File: src/rtl/divider_pkg.sv
// divider_pkg: shared definitions for the iterative DIV/DIVU unit.
//   DW       - datapath width (only 32 is supported)
//   state_t  - divider FSM encoding
//   cond_neg - two's complement negate when a condition bit is set
package divider_pkg;

   localparam int DW = 32;

   typedef enum logic [1:0] {
      S_IDLE = 2'd0,
      S_ZERO = 2'd1,
      S_RUN  = 2'd2,
      S_DONE = 2'd3
   } state_t;

   // Used both for taking magnitudes on entry and for sign correction on exit.
   function automatic logic [DW-1:0] cond_neg(input logic [DW-1:0] v, input logic neg);
      return neg ? -v : v;
   endfunction

endpackage

File: src/rtl/div_step.sv
// div_step: one combinational restoring-division step.
//   rem_in  - partial remainder from the previous step (DW+1 bits)
//   dvsr    - divisor magnitude
//   din     - next dividend bit shifted in
//   rem_out - partial remainder after the step
//   qbit    - quotient bit produced by this step
module div_step
   import divider_pkg::*;
(
   input  logic [DW:0]   rem_in,
   input  logic [DW-1:0] dvsr,
   input  logic          din,
   output logic [DW:0]   rem_out,
   output logic          qbit
);

   logic [DW:0] shifted;
   logic [DW:0] diff;

   always_comb begin
      shifted = {rem_in[DW-1:0], din};
      diff    = shifted - {1'b0, dvsr};
      // rem_in[DW] would be the bit shifted out; if it were set the shifted
      // value is certainly >= divisor. The remainder stays below the divisor,
      // so this never happens, but it keeps the step correct in isolation.
      qbit    = rem_in[DW] | ~diff[DW];
      rem_out = qbit ? diff : shifted;
   end

endmodule

File: src/rtl/divider.sv
// divider: iterative 32-bit DIV/DIVU for the execute stage.
//   clock, reset (async, active low)
//   start, signed_op, dividend, divisor - request, sampled in IDLE
//   cancel - pipeline flush, aborts any operation in progress
//   busy   - stall request, high whenever not IDLE
//   ready  - one-cycle pulse, hi (remainder) / lo (quotient) valid
module divider
   import divider_pkg::*;
#(
   parameter int WIDTH = DW
) (
   input  logic             clock,
   input  logic             reset,
   input  logic             start,
   input  logic             signed_op,
   input  logic             cancel,
   input  logic [WIDTH-1:0] dividend,
   input  logic [WIDTH-1:0] divisor,
   output logic             busy,
   output logic             ready,
   output logic [WIDTH-1:0] hi,
   output logic [WIDTH-1:0] lo
);

   localparam int CW = $clog2(WIDTH);
   localparam logic [CW-1:0] LAST = CW'(WIDTH - 1);

   state_t           state, state_nxt;
   logic [CW-1:0]    cnt;
   logic [WIDTH:0]   rem;
   logic [WIDTH-1:0] quo;     // dividend bits shift out the top, quotient bits in the bottom
   logic [WIDTH-1:0] dvsr;
   logic             neg_q;   // operand signs differ (signed only)
   logic             neg_r;   // dividend negative (signed only)

   logic [WIDTH:0]   step_rem;
   logic             step_q;

   div_step u_step (
      .rem_in  (rem),
      .dvsr    (dvsr),
      .din     (quo[WIDTH-1]),
      .rem_out (step_rem),
      .qbit    (step_q)
   );

   assign busy = (state != S_IDLE);

   always_ff @(posedge clock or negedge reset) begin
      if (!reset) state <= S_IDLE;
      else        state <= state_nxt;
   end

   always_comb begin
      state_nxt = state;
      case (state)
         S_IDLE: if (start && !cancel)
                    state_nxt = (divisor == '0) ? S_ZERO : S_RUN;
         S_RUN:  if (cancel)          state_nxt = S_IDLE;
                 else if (cnt == LAST) state_nxt = S_DONE;
         S_DONE: state_nxt = S_IDLE;
         S_ZERO: state_nxt = S_IDLE;
      endcase
   end

   always_ff @(posedge clock or negedge reset) begin
      if (!reset) begin
         cnt   <= '0;
         rem   <= '0;
         quo   <= '0;
         dvsr  <= '0;
         neg_q <= 1'b0;
         neg_r <= 1'b0;
         hi    <= '0;
         lo    <= '0;
         ready <= 1'b0;
      end else begin
         ready <= 1'b0;
         case (state)
            S_IDLE: if (start && !cancel) begin
               neg_q <= signed_op & (dividend[WIDTH-1] ^ divisor[WIDTH-1]);
               neg_r <= signed_op & dividend[WIDTH-1];
               quo   <= cond_neg(dividend, signed_op & dividend[WIDTH-1]);
               dvsr  <= cond_neg(divisor,  signed_op & divisor[WIDTH-1]);
               rem   <= '0;
               cnt   <= '0;
            end
            S_RUN: if (!cancel) begin
               rem <= step_rem;
               quo <= {quo[WIDTH-2:0], step_q};
               cnt <= cnt + CW'(1);
            end
            S_DONE: if (!cancel) begin
               // 0x80000000 / -1 wraps back to 0x80000000 here, no trap.
               lo    <= cond_neg(quo, neg_q);
               hi    <= cond_neg(rem[WIDTH-1:0], neg_r);
               ready <= 1'b1;
            end
            S_ZERO: if (!cancel) begin
               hi    <= '0;
               lo    <= '0;
               ready <= 1'b1;
            end
         endcase
      end
   end

endmodule

File: config.mk
export PLATFORM = sky130hd
export DESIGN_NAME = divider
export DESIGN_NICKNAME = d
export VERILOG_FILES = /design/src/rtl/divider_pkg.sv /design/src/rtl/div_step.sv /design/src/rtl/divider.sv
export SDC_FILE = /design/constraint.sdc
export NUM_CORES = 1
export LEC_CHECK = 0
export ABC_AREA = 1
export BUFFER_PORTS_ARGS = -buffer_cell sky130_fd_sc_hd__buf_4
export CORE_MARGIN = 5
export CORE_UTILIZATION = 60
export CTS_CLUSTER_SIZE = 8
export DETAILED_ROUTE_END_ITERATION = 12
export GPL_TIMING_DRIVEN = 1
export HOLD_SLACK_MARGIN = 0.05
export PLACE_DENSITY = 0.92
export SYNTH_ARGS = -nofsm -noshare
export SYNTH_HDL_FRONTEND = slang
export SYNTH_SLANG_ARGS = --single-unit
File: constraint.sdc
create_clock -name clock -period 3.8 [get_ports clock]
set_clock_uncertainty 0.1 [all_clocks]
set_input_delay 0.76 -clock clock [delete_from_list [all_inputs] [get_ports clock]]
set_output_delay 0.76 -clock clock [all_outputs]
set_load 0.01 [all_outputs]
==> flow_summary_export.csv, run 1 <==
group,metric,value,unit
placed_design,pre_cts_ws,1080,ps
synthesis,ys_warn_count,0,
setup_path,worstPathBufferInverterCount,2,
grt,grt-ovfl-total,0,
synthesis,synthMuxAreaShare,0,
detailed_routing,wl_per_cell,17.3,um
synthesis,yosysSeqAreaShare,0.332,
setup_path,critical_path_class,"reg2reg",
min_path,hold_class,"in2async",
synthesis,syn_avg_cell_area,6.53,um2
timing,relSlewSlack,0.237,
clocking,cts_resized,0,
setup_path,critPathMaxFanout,33,
placed_design,placed_cell_area,14100,um2
synthesis,synth_compound_area_frac,0.145,
clocking,cts_buffers,17,
die,die-area,24500,um2
pwr,p_total,13.2,mW
flow_run,cap_violations,0,
timing,max_freq,0.358,GHz
synthesis,synth-edff-count,0,
detailed_routing,routed_wl,41.0,mm
setup_path,crit_path_start,"quo[31]",
detailed_routing,firstDrtPassIters,8,
pwr,p_leak,7.59,nW
grt,grt_pass1_vias,12800,
timing,drv_slew,0,
timing,rsz0062_at_grt,"no",
setup_path,slowest_stage,"fa_1",
setup_path,r2r-end,"rem[31]",
synthesis,syn_inst,1974,
setup_path,r2r_setup_slack,1010,ps
grt,grt_pass1_wl,66.2,mm
clocking,htree_levels,4,
synthesis,synth_seq_cells,171,
final_layout,layout_commonest_cell,"nand2_1",
placed_design,gp_congestion,0.969,
final_layout,final_util,0.693,
synthesis,synth_area_leaders,"dfrtp_1, nand2_1, inv_1",
setup_path,r2r_cells,16,
grt,grt_max_degree,77,
pwr,p_clk_frac,0.130,
detailed_routing,drt-initial-drc-count,1733,
die,die_w,157,um
synthesis,yosys.area.top_type,"dfrtp_1",
outcome,status,"finished clean",
clocking,clock-sinks,171,
final_layout,fin_area,14600,um2
die,start_util,0.612,
pwr,power_density,901,nW/um2
setup_path,cp.required,4060,ps
setup_path,worstSetupEndpointType,"register",
synthesis,synth_xor_area_frac,0.0319,
timing,finalWorstSetupSlack,1010,ps
placed_design,post-place-cells,2333,
setup_path,critPathMaxStageDelay,420,ps
synthesis,synth_cell_type_count,51,
setup_path,rr_startpoint,"quo[31]",
timing,fin_crit_sh,0.734,
pwr,p_switching,6.99,mW
placed_design,port-buffer-count,134,
pwr,combPwrFrac,0.611,
pwr,ir_drop,0.394,mV
synthesis,synth_top_family_by_area,"simple AND/OR/NAND/NOR gates",
synthesis,synthAdderAreaFrac,0.0384,
pwr,seqPwrFrac,0.260,
setup_path,endpoint,"rem[31]",
grt,grtUsageTotal,0.335,
detailed_routing,drc,0,
synthesis,syn_area,12900,um2
clocking,cts-root-buf,"clkbuf_16",
clocking,clk_path_buf_depth,2,
final_layout,nNetsFinal,2185,
clocking,cts_hold_buf,0,
synthesis,yosysTopAreaCellShare,0.332,
clocking,insertion_delay,440,ps
setup_path,cp.depth,16,
timing,tns,0,ps
timing,holdWs,256,ps
final_layout,final_cells,2365,
grt,grt_antenna_before_repair,0,
final_layout,nFillCells,1819,
detailed_routing,viasPerCell,5.86,
setup_path,crit_chain,"inv_1 > ha_1 > fa_1 > inv_1 > nand2_1 > nand2_1 > nand3_1 > nand2_2 > nand2_2 > nand2_4 > nand2_4 > nand3_1 > nand3_4 > nand2_1 > nand3_1 > nand2_1",
synthesis,synthSimpleGateAreaFrac,0.357,
final_layout,layout_common_cells,"nand2_1, inv_1, nor2_1",
final_layout,synthToLayoutAreaGrowth,13.4,%
pwr,internal_power,6.18,mW
detailed_routing,ant_nets,0,
clocking,postCtsSetupBuffers,0,
die,coreArea,21100,um2
final_layout,insertedDiodeCount,0,
synthesis,syn-num-nets,2082,
die,die_h,157,um
setup_path,cpMostUsedCell,"nand2_1",
setup_path,critPathTopFamily,"simple AND/OR/NAND/NOR gates",
synthesis,synth_flop_cell,"dfrtp_1",
clocking,cts_tree,"done",
placed_design,dp_hpwl,31.6,mm
pwr,switching_share,0.531,
setup_path,worstPathArrival,3050,ps
clocking,clk_pin_slew_worst_paths,80,ps
die,ioPinCount,135,
detailed_routing,vias,13800,
die,std_cell_rows,53,
final_layout,drive_gt1_frac,0.118,
timing,hold_viol,0,
setup_path,critPathLaunchType,"register",
timing,setup_viol,0,
synthesis,async_flop_share,1.00,
timing,worstMarginPinSlew,1140,ps
timing,final.min_clock_period,2790,ps
[synthesized netlist by cell type, drive strengths merged, types with 19 or more instances]
cell,count
a21oi,103
buf,22
clkbuf,39
dfrtp,171
ha,38
inv,251
nand2,605
nand3,168
nand4,19
nor2,193
nor3,43
o21ai,206
xor2,29
[how the worst min path moves through the flow]
stage,from,to,slack [ps],depth (start not counted)
floorplan,dvsr[31],dvsr[31],350,2
global placement,hi[31],hi[31],370,2
detailed placement,hi[24],hi[24],370,2
CTS,reset,quo[11],270,1
global route,reset,quo[1],300,1
finish,reset,quo[1],260,1
[per-layer routing]
metal,GRT usage,share of wire,wire length (um)
met1,0.482,0.43,17500
met2,0.524,0.45,18600
met3,0.0636,0.096,3950
met4,0.0880,0.024,977
met5,0,0,0
[state kept, by name (all words and copies together) (netlist names)]
signal  flops
cnt         5
dvsr       32
hi         32
lo         32
neg_q       1
neg_r       1
quo        32
ready       1
rem        33
state       2
[power by group through the flow]
stage	Sequential [mW]	Clock [mW]	Combinational, mW
final	3.42	1.71	8.04
after global routing	3.48	1.78	8.99
after CTS	3.37	1.71	7.91
after detailed placement	3.39	0	7.83
after global placement	3.37	0	7.63
after floorplan	3.18	0	5.76
[kinds of logic (layout without fill, tap and decap cells)]
group,after synthesis,after routing
buf+inv,314,430
simple gates,1057,1057
xor+xnor,47,47
compound gates,346,346
flops,171,171
fa+ha+maj,39,39
[layout make-up]
| cell class | instances | area, um2 | area share |
|---|---|---|---|
| Inverter | 253 | 950 | 0.0650 |
| Multi-Input combinational cell | 1489 | 7370 | 0.504 |
| Clock buffer | 18 | 439 | 0.0300 |
| Tap cell | 275 | 344 | 0.0235 |
| Sequential cell | 171 | 4280 | 0.293 |
| Timing Repair Buffer | 145 | 1100 | 0.0756 |
| Clock inverter | 14 | 129 | 0.00881 |
Note: power is estimated with default switching activity, not from simulation.
==> inputs of run 2 (changes only) <==
==> constraint.sdc (replaced) <==
create_clock -name clock -period 2.6 [get_ports clock]
set_clock_uncertainty 0.1 [all_clocks]
set_input_delay 0.52 -clock clock [delete_from_list [all_inputs] [get_ports clock]]
set_output_delay 0.52 -clock clock [all_outputs]
set_load 0.01 [all_outputs]
==> flow_summary_export.csv, run 2 (synthesis gave the netlist of run 1 again) <==
group,metric,value,unit
placed_design,post-place-cells,2375,
pwr,p_leak,7.86,nW
timing,hold_viol,0,
outcome,status,"finished clean",
flow_run,cap_violations,0,
pwr,internal_power,9.74,mW
pwr,combPwrFrac,0.639,
die,die_w,157,um
timing,worstMarginPinSlew,681,ps
min_path,hold_class,"in2reg",
grt,grt-ovfl-total,0,
placed_design,dp_hpwl,32.5,mm
die,die-area,24500,um2
final_layout,insertedDiodeCount,0,
clocking,insertion_delay,440,ps
timing,max_freq,0.389,GHz
pwr,power_density,1350,nW/um2
final_layout,final_cells,2415,
setup_path,worstSetupEndpointType,"register",
grt,grt_pass1_wl,67.5,mm
final_layout,layout_commonest_cell,"nand2_1",
timing,drv_slew,0,
detailed_routing,top_layer_used,"met4",
setup_path,critPathLaunchType,"register",
final_layout,nFillCells,1773,
die,std_cell_rows,53,
timing,tns,0,ps
setup_path,critical_path_class,"reg2reg",
pwr,p_total,20.4,mW
grt,grt_antenna_before_repair,0,
final_layout,layout.area.seq,4280,um2
detailed_routing,ant_nets,0,
final_layout,fin_area,15100,um2
setup_path,critPathMaxFanout,17,
final_layout,regMostFlops,"rem",
clocking,clk_pin_slew_worst_paths,70,ps
detailed_routing,drt-initial-drc-count,1731,
timing,fin_crit_sh,0.988,
die,coreArea,21100,um2
timing,relSlewSlack,0.542,
grt,grt_pass1_vias,13000,
die,ioPinCount,135,
clocking,clk_path_buf_depth,2,
final_layout,nNetsFinal,2235,
pwr,ir_drop,0.710,mV
clocking,cts_buffers,17,
clocking,clock-sinks,171,
setup_path,r2r_setup_slack,30,ps
grt,grtUsageTotal,0.344,
grt,grt_max_degree,65,
detailed_routing,viasPerCell,5.83,
final_layout,multi_input_area,7450,um2
placed_design,gp_congestion,1.00,
final_layout,drive_gt1_frac,0.144,
setup_path,worstPathArrival,2800,ps
die,start_util,0.612,
die,die_h,157,um
clocking,cts-root-buf,"clkbuf_16",
detailed_routing,wl_met2,18.6,mm
placed_design,placed_cell_area,14400,um2
detailed_routing,wl_per_cell,17.6,um
detailed_routing,drc,0,
detailed_routing,wl_met3,4.62,mm
pwr,seqPwrFrac,0.236,
final_layout,final_util,0.718,
timing,setup_viol,0,
detailed_routing,vias,14100,
setup_path,cp.required,2830,ps
pwr,switching_share,0.523,
clocking,htree_levels,4,
detailed_routing,routed_wl,42.4,mm
detailed_routing,firstDrtPassIters,6,
placed_design,port-buffer-count,134,
timing,final.min_clock_period,2570,ps
pwr,p_switching,10.7,mW
clocking,cts_tree,"done",
final_layout,synthToLayoutAreaGrowth,17.4,%
final_layout,largest_reg_flops,33,
pwr,p_clk_frac,0.125,
final_layout,layout_common_cells,"nand2_1, inv_1, buf_4",
detailed_routing,wl_met1,17.7,mm
run 2: power groups by stage:
stage | logic (mW) | clock network (mW) | registers [mW]
after floorplan | 8.42 | 0 | 4.65
after global placement | 11.8 | 0 | 4.74
after detailed placement | 12.2 | 0 | 4.79
after CTS | 12.4 | 2.54 | 4.76
after global routing | 14.4 | 2.65 | 4.91
final | 13.1 | 2.55 | 4.83
run 2: per-layer routing:
layer,global-route usage,up-vias
li1,-,6696
met1,0.490,6481
met2,0.518,800
met3,0.0794,112
met4,0.119,0
met5,0,-
run 2: worst paths after layout:
kind,from,end,cells past startpoint
min,divisor[10],dvsr[10],3
max in group asynchronous,reset,dvsr[31],3
max reg2reg,rem[24],rem[1],11
max,rem[24],rem[1],11
min in group asynchronous,reset,quo[15],2
min reg2reg,hi[27],hi[27],2
run 2: metrics by stage:
step / hold WS [ps] / setup WS, ps
detailed placement: 368 / 25.3
global placement: 363 / 159
finish: 275 / 30.2
global route: 274 / -60.0
CTS: 256 / 51.8
floorplan: 124 / 328
run 2: critical path, cell delays in order, from the launching register on:
cell	delay, ps
dfrtp_1	470
ha_1	390
nand2_1	140
nor2_1	70
nand2_1	140
inv_1	90
a21oi_4	240
nand3_2	240
nand2_8	210
nand3_1	110
nand3_1	150
nand2_1	70
run 2: repair_timing:
action / 4_1_cts / 5_1_grt
hold buffers: 1 / 0
pin swaps: 2 / 4
buffers inserted: 0 / 5
endpoints found under the setup margin: 3 / 35
resized for setup: 1 / 19
hold endpoints to repair: 46 / 0
cloned: 1 / 1
run 2: cell type report:
class                   count  area share
multi-input cells        1490       0.492
flip-flops and latches    171       0.283
repair buffers            194       0.102
inverters                 253      0.0627
clock buffers              17      0.0281
well taps                 275      0.0227
clock inverters            15     0.00967
